**config.mk**
```make
export PLATFORM = sky130hd
export DESIGN_NAME = alu_cmd_issuer
export DESIGN_NICKNAME = d
export VERILOG_FILES = /design/src/rtl/alu_cmd_issuer.sv
export SDC_FILE = /design/constraint.sdc
export NUM_CORES = 1
export LEC_CHECK = 0
export ABC_AREA = 0
export ABC_CLOCK_PERIOD_IN_PS = 3500
export CORE_UTILIZATION = 50
export DETAILED_ROUTE_END_ITERATION = 7
export GPL_TIMING_DRIVEN = 0
export PLACE_DENSITY = 0.75
export SLEW_MARGIN = 20
export SYNTH_ARGS = -nofsm -noshare
export SYNTH_HDL_FRONTEND = slang
export SYNTH_SLANG_ARGS = --single-unit
```
**constraint.sdc**
```tcl
create_clock -name clk -period 3.5 [get_ports clk]
set_clock_uncertainty 0.15 [all_clocks]
set_input_delay 0.35 -clock clk [delete_from_list [all_inputs] [get_ports clk]]
set_output_delay 0.35 -clock clk [all_outputs]
set_load 0.005 [all_outputs]
```
**src/rtl/alu_cmd_issuer.sv**
```systemverilog
// Command front-end for the ALU: queues operand/opcode commands, runs them one at a
// time through the ALU start/done handshake, and returns results in order.
module alu_cmd_issuer #(
  parameter int DATA_W  = 8,
  parameter int OP_W    = 3,
  parameter int DEPTH   = 4,
  parameter int TIMEOUT = 64
) (
  input  logic                     clk,
  input  logic                     rst_n,
  input  logic                     cmd_valid,
  output logic                     cmd_ready,
  input  logic [DATA_W-1:0]        cmd_a,
  input  logic [DATA_W-1:0]        cmd_b,
  input  logic [OP_W-1:0]          cmd_op,
  output logic                     alu_start,
  output logic [OP_W-1:0]          alu_opcode,
  output logic [DATA_W-1:0]        alu_a,
  output logic [DATA_W-1:0]        alu_b,
  input  logic                     alu_done,
  input  logic [2*DATA_W-1:0]      alu_result,
  output logic                     rsp_valid,
  input  logic                     rsp_ready,
  output logic [2*DATA_W-1:0]      rsp_result,
  output logic [OP_W-1:0]          rsp_op,
  output logic                     rsp_err,
  output logic [$clog2(DEPTH):0]   fifo_count
);

  localparam int PTR_W = $clog2(DEPTH);
  localparam int CNT_W = PTR_W + 1;
  localparam int WD_W  = $clog2(TIMEOUT + 1);
  localparam int RES_W = 2 * DATA_W;
  localparam int ENT_W = OP_W + 2 * DATA_W;

  typedef enum logic [1:0] {
    S_IDLE,
    S_WAIT,
    S_RESP
  } state_t;

  state_t state, state_next;

  logic [ENT_W-1:0]  mem [DEPTH];
  logic [PTR_W-1:0]  wr_ptr, rd_ptr;
  logic [CNT_W-1:0]  count;
  logic              full, empty, push, pop, rsp_free;
  logic [OP_W-1:0]   head_op;
  logic [DATA_W-1:0] head_a, head_b;

  logic [WD_W-1:0]   wd;
  logic              issue, load_rsp, load_err;
  logic [RES_W-1:0]  load_res;
  logic [OP_W-1:0]   load_op;

  assign full       = (count == CNT_W'(DEPTH));
  assign empty      = (count == '0);
  assign cmd_ready  = !full;
  assign push       = cmd_valid && cmd_ready;
  assign rsp_free   = !rsp_valid || rsp_ready;
  assign fifo_count = count;
  assign {head_op, head_a, head_b} = mem[rd_ptr];

  always_ff @(posedge clk) begin
    if (push) mem[wr_ptr] <= {cmd_op, cmd_a, cmd_b};
  end

  always_ff @(posedge clk or negedge rst_n) begin
    if (!rst_n) begin
      wr_ptr <= '0;
      rd_ptr <= '0;
      count  <= '0;
    end else begin
      if (push) wr_ptr <= wr_ptr + PTR_W'(1);
      if (pop)  rd_ptr <= rd_ptr + PTR_W'(1);
      case ({push, pop})
        2'b10:   count <= count + CNT_W'(1);
        2'b01:   count <= count - CNT_W'(1);
        default: count <= count;
      endcase
    end
  end

  // ALU completion and timeout load the response on the exiting edge so done->rsp_valid
  // is one cycle; only no-ops pass through the RESP state.
  always_comb begin
    state_next = state;
    pop        = 1'b0;
    issue      = 1'b0;
    load_rsp   = 1'b0;
    load_res   = '0;
    load_op    = '0;
    load_err   = 1'b0;
    case (state)
      S_IDLE: begin
        if (!empty && rsp_free) begin
          pop = 1'b1;
          if (head_op == '0) begin
            state_next = S_RESP;
          end else begin
            issue      = 1'b1;
            state_next = S_WAIT;
          end
        end
      end
      S_WAIT: begin
        if (alu_done) begin
          load_rsp   = 1'b1;
          load_res   = alu_result;
          load_op    = alu_opcode;
          state_next = S_IDLE;
        end else if (wd == WD_W'(TIMEOUT - 1)) begin
          load_rsp   = 1'b1;
          load_op    = alu_opcode;
          load_err   = 1'b1;
          state_next = S_IDLE;
        end
      end
      S_RESP: begin
        load_rsp   = 1'b1;
        state_next = S_IDLE;
      end
      default: state_next = S_IDLE;
    endcase
  end

  always_ff @(posedge clk or negedge rst_n) begin
    if (!rst_n) state <= S_IDLE;
    else        state <= state_next;
  end

  always_ff @(posedge clk or negedge rst_n) begin
    if (!rst_n) begin
      alu_start  <= 1'b0;
      alu_opcode <= '0;
      alu_a      <= '0;
      alu_b      <= '0;
      wd         <= '0;
    end else begin
      if (issue) begin
        alu_start  <= 1'b1;
        alu_opcode <= head_op;
        alu_a      <= head_a;
        alu_b      <= head_b;
        wd         <= '0;
      end else if (state == S_WAIT) begin
        wd <= wd + WD_W'(1);
        if (load_rsp) alu_start <= 1'b0;
      end
    end
  end

  always_ff @(posedge clk or negedge rst_n) begin
    if (!rst_n) begin
      rsp_valid  <= 1'b0;
      rsp_result <= '0;
      rsp_op     <= '0;
      rsp_err    <= 1'b0;
    end else if (load_rsp) begin
      rsp_valid  <= 1'b1;
      rsp_result <= load_res;
      rsp_op     <= load_op;
      rsp_err    <= load_err;
    end else if (rsp_ready) begin
      rsp_valid  <= 1'b0;
    end
  end

endmodule

```
==> impl_metrics.tcl, run 1 <==
set metrics [dict create \
    run_status "completed" \
    cp_max_fo 10 \
    min_path_type "input port to register" \
    drv_slew 0 \
    ir_worst_vdd_v 0.000518 \
    grt_max_degree 58 \
    cts_tree "done" \
    cp-end-kind "register" \
    wl_um 9730 \
    finalSetupViolations 0 \
    cts_buffers 17 \
    yosys_warnings 0 \
    maxCapViolCount 0 \
    dp_hpwl_um 6040 \
    critPathRequiredTime_ps 3750 \
    gr-total-overflow 0 \
    cp.arrival_ps 2920 \
    holdPathStages 3 \
    startpoint "rd_ptr[1]" \
    worstSetupPathType "register to register" \
    slew_headroom_pct 27.9 \
    fin_cells 579 \
    cts_max_level 4 \
    gp_congestion 0.786 \
    via_per_inst 5.25 \
    clk_latency_ps 520 \
    cp.depth 7 \
    die_h_um 105 \
    grtUsageTotal_pct 19.5 \
    port-buffer-count 83 \
    ff2ff_path_depth 7 \
    crit_chain "clkbuf_1 > mux4_1 > or3_4 > and2_4 > buf_6 > buf_12 > mux2_4" \
    tightest_slew_ps 1080 \
    initial_core_util_pct 51.8 \
    critPathLaunchType "register" \
    pin_count 85 \
    synth-edff-count 76 \
    crit_slowest_cell "clkbuf_1" \
    min_period_over_period_pct 76.4 \
    first_pass_iters 4 \
    fp.dieArea_um2 11100 \
    final.min_clock_period_ps 2680 \
    clkTransAtPathRegs_ps 60 \
    clock-root-buffer "clkbuf_8" \
    grt_pass1_vias 3108 \
    dr.first_iter.drc_count 141 \
    syn_area_um2 5340 \
    rr_startpoint "rd_ptr[1]" \
    critPathTopFamily "buffers and inverters" \
    rsz0062_at_grt "no" \
    post_cts_resized 0 \
    fmax_mhz 374 \
    clkSinkCount 133 \
    die_w_um 105 \
    final_nets 480 \
    postRouteAntennaNets 0 \
    syn_nets 376 \
    synth_seq_cells 133 \
    hold_viol_final 0 \
    antenna_found_initial 0 \
    ctsLongestPathBuffers 2 \
    syn_avg_cell_area_um2 16.4 \
    std_cell_rows 37 \
    grt_pass1_wl_um 15800 \
    total_leakage_power_uw 0.00270 \
    syn_to_final_growth_pct 29.8 \
    tns_ps 0 \
    via_count 3042 \
    yosysUniqueCellTypes 37 \
    rrSetupSlack_ps 820 \
    placedCellCount 546 \
    wire_per_inst_um 16.8 \
    hp-start "alu_done" \
    worst-path-buf-inv 3 \
    drive_gt1_share_pct 14.4 \
    ys_async_sr_fraction_pct 42.9 \
    cp_slowest_stage_delay_ps 490 \
    synthCells 326 \
    diodes 0 \
    remaining_drc_errors 0 \
    synthFlopType "edfxtp_1" \
    core_region_area_um2 10300 \
    power_density_nw_per_um2 932 \
    ys_seq_area_share_pct 69.4 \
]
[cell usage after synthesis (8+ instances only)]
master	n	share of area (%)
inv_1	29	2.0
o21ai_0	23	2.2
nand4_1	18	2.1
ha_1	9	2.1
edfxtp_1	76	43
nor2_1	12	0.84
mux4_2	13	5.5
mux2_4	9	2.5
nand2_1	12	0.84
clkbuf_1	10	0.70
mux2_2	8	1.7
dfrtp_1	57	27
[what timing repair did]
item | in CTS | in global routing
endpoints found under the hold margin | 57 | 0
hold buffers | 1 | 0
buffers inserted | 0 | 0
[area by class of cell]
type                    count  area [um^2]
clock buffers              27          482
plain buffers              16         92.6
inverters                  29          109
flip-flops and latches    133         3710
fillers                   711         3390
multi-input cells         148         1430
repair buffers             85          866
well taps                 136          170
clock inverters             5         75.1
[per-stage QoR]
step	hold WS, ps	total power, uW	instance area (um^2)	worst slack (ps)	utilization (%)
floorplan	-95.6	3890	5340	1120	-
global placement	325	4780	6340	85.3	61.4
detailed placement	217	4850	6370	689	61.7
CTS	102	6540	6940	786	67.2
global route	141	6870	6940	739	67.2
finish	129	6460	6940	825	67.2
[final timing paths]
kind | end
setup / recovery | alu_b[7]
hold / removal | rsp_result[0]
setup reg to reg | alu_b[7]
hold reg to reg | alu_start
max in group asynchronous | wd[0]
min in group asynchronous | rsp_op[0]
[layer usage]
layer	GRT usage, %	vias up	wire (um)
li1	-	1424	-
met1	25.3	1506	4350
met2	30.7	98	4660
met3	6.18	14	574
met4	7.55	0	141
met5	0	-	0
[worst reg2reg max path, delay by kind of cell, from the launching register on]
| family | cells | cell delay [ps] |
|---|---|---|
| buf+inv | 3 | 790 |
| flops | 1 | 340 |
| mux | 2 | 710 |
| simple gates | 2 | 570 |
[state kept, by name (all words and copies together) (netlist names)]
signal / count
rsp_op: 3
rsp_result: 16
mem: 76
wr_ptr: 2
state: 2
alu_a: 8
rd_ptr: 2
alu_opcode: 3
alu_start: 1
fifo_count: 3
alu_b: 8
rsp_err: 1
wd: 7
rsp_valid: 1
[power by group]
group / total [uW] / switching, uW / internal, uW
registers: 2420 / 234 / 2180
clock network: 1660 / 595 / 1070
logic: 2380 / 1050 / 1330
total: 6460 / 1880 / 4580
[cells in the final DEF (no fill, tap or decap), types with 12 or more instances in the layout]
master           instances
clkbuf_1                17
clkbuf_16               16
clkdlybuf4s50_1         82
dfrtp_1                 57
edfxtp_1                76
inv_1                   29
mux4_2                  13
nand2_1                 12
nand4_1                 18
nor2_1                  12
o21ai_0                 23
[cells by family after synthesis]
family / after synthesis / share of synthesized area (%)
XOR/XNOR: 12 / 1.97
AND/OR/NAND/NOR: 54 / 5.34
flip-flops: 133 / 69.4
adder cells (fa/ha/maj): 10 / 2.48
multiplexers: 38 / 13.0
AO/OA/AOI/OAI: 34 / 4.00
buffers and inverters: 45 / 3.77
Power figures use the tool's default switching activity.
==> run 2, diff against run 1 <==
ABC_CLOCK_PERIOD_IN_PS = 2400   (was 3500)
CORE_UTILIZATION = 48   (was 50)
PLACE_DENSITY = 0.76   (was 0.75)
clock period = 2.4 ns   (was 3.5 ns; I/O delays follow)
==> impl_metrics.tcl, run 2 (synthesis gave the netlist of run 1 again) <==
set metrics [dict create \
    run_status "completed" \
    finalSetupViolations 0 \
    antenna_found_initial 0 \
    cp.arrival_ps 2600 \
    final_common_cell "clkdlybuf4s50_1" \
    dp_slack_ps -305 \
    final_nets 485 \
    p_seq_share_pct 36.1 \
    initial_core_util_pct 49.3 \
    critPathLaunchType "register" \
    hold_viol_final 0 \
    fin_area_um2 7040 \
    fin_cells 588 \
    port-buffer-count 83 \
    slew_headroom_pct 28.8 \
    grtUsageTotal_pct 19.5 \
    fin_ws_ps 43.9 \
    rsz0062_at_grt "no" \
    cts_buffers 17 \
    p_sw_share_pct 29.6 \
    die_h_um 108 \
    p_int_uw 6920 \
    gr-total-overflow 0 \
    cp_max_fo 5 \
    wire_per_inst_um 17.2 \
    via_per_inst 5.24 \
    clockPowerShare_pct 25.5 \
    maxCapViolCount 0 \
    largest_reg_flops 76 \
    fp.dieArea_um2 11600 \
    tns_ps 0 \
    gp_congestion 0.741 \
    holdPathStages 3 \
    std_cell_rows 38 \
    worstSetupPathType "register to register" \
    postRouteAntennaNets 0 \
    cp-end-kind "register" \
    ir_worst_vdd_v 0.000765 \
    final_util_pct 64.9 \
    clkSinkCount 133 \
    die_w_um 108 \
    core_region_area_um2 10800 \
    first_pass_iters 4 \
    final.min_clock_period_ps 2360 \
    p_sw_uw 2910 \
    diodes 0 \
    grt_max_degree 31 \
    pin_count 85 \
    cts_tree "done" \
    min_path_type "input port to register" \
    ff2ff_path_depth 6 \
    place_area_um2 6370 \
    dp_hpwl_um 6280 \
    ctsLongestPathBuffers 2 \
    drive_gt1_share_pct 17.4 \
    grt_pass1_wl_um 16400 \
    tightest_slew_ps 1070 \
    dr.first_iter.drc_count 177 \
    p_comb_share_pct 38.4 \
    fmax_mhz 424 \
    reg_top3 "mem x76, rsp_result x16" \
    placedCellCount 550 \
    min_period_over_period_pct 98.2 \
    power_density_nw_per_um2 1400 \
    wl_um 10100 \
    clock-root-buffer "clkbuf_8" \
    via_count 3084 \
    grt_pass1_vias 3266 \
    final_cell_mix "clkdlybuf4s50_1 (82), edfxtp_1 (76), dfrtp_1 (56), inv_1 (27), o21ai_0 (22)" \
    total_leakage_power_uw 0.00274 \
    clkTransAtPathRegs_ps 60 \
    clk_latency_ps 520 \
    top_register "mem" \
    syn_to_final_growth_pct 31.8 \
    critPathRequiredTime_ps 2650 \
    drv_slew 0 \
    cts_max_level 4 \
    remaining_drc_errors 0 \
]
==> run 2: critical path: stages, from the launching register on <==
cell and delay, ps:
dfrtp_2 410, buf_6 110, mux4_2 500, or3_4 400
and2_4 210, buf_12 150, mux2_4 290
==> run 2: through the flow <==
stage | hold slack (ps) | power [uW]
finish | 30.5 | 9830
global route | 71.5 | 10400
CTS | 13.2 | 9840
detailed placement | 46.1 | 7090
global placement | 311 | 6960
floorplan | -206 | 5670
==> run 2: layout make-up <==
class | count | area [um^2]
buffer | 13 | 85.1
inverter | 29 | 109
multi-input combinational | 148 | 1450
timing repair buffer | 93 | 942
clock inverter | 10 | 131
clock buffer | 22 | 443
tap | 140 | 175
fill | 794 | 3800
sequential | 133 | 3710
==> run 2: layer usage <==
layer | track usage [%] | wire length (um)
met1 | 24.2 | 4360
met2 | 32.3 | 4960
met3 | 5.02 | 588
met4 | 8.32 | 178
met5 | 0 | 0
==> run 2: final timing paths <==
| kind | from | end | slack, ps |
|---|---|---|---|
| max in group asynchronous | rst_n | fifo_count[0] | 1560 |
| hold reg to reg | alu_start | alu_start | 330 |
| setup reg to reg | rd_ptr[0] | alu_a[2] | 40 |
| hold / removal | alu_done | rsp_result[4] | 30 |
| setup / recovery | rd_ptr[0] | alu_a[2] | 40 |
| min in group asynchronous | rst_n | rsp_op[0] | 50 |
==> run 2: power groups by stage <==
stage | registers [uW] | clock network, uW | logic, uW
6_report | 3550 | 2500 | 3780
5_1_grt | 3630 | 2640 | 4140
4_1_cts | 3540 | 2540 | 3760
3_5_place_dp | 3570 | 0 | 3520
3_3_place_gp | 3530 | 0 | 3430
2_1_floorplan | 3520 | 0 | 2150
==> run 2: what timing repair did <==
| item | 4_1_cts | 5_1_grt |
|---|---|---|
| endpoints found under the hold margin | 57 | 0 |
| cloned | 1 | 0 |
| hold buffers | 1 | 0 |
| pin swaps | 1 | 1 |
| setup buffers | 7 | 0 |
| resized for setup | 5 | 10 |
| endpoints found under the setup margin | 28 | 20 |
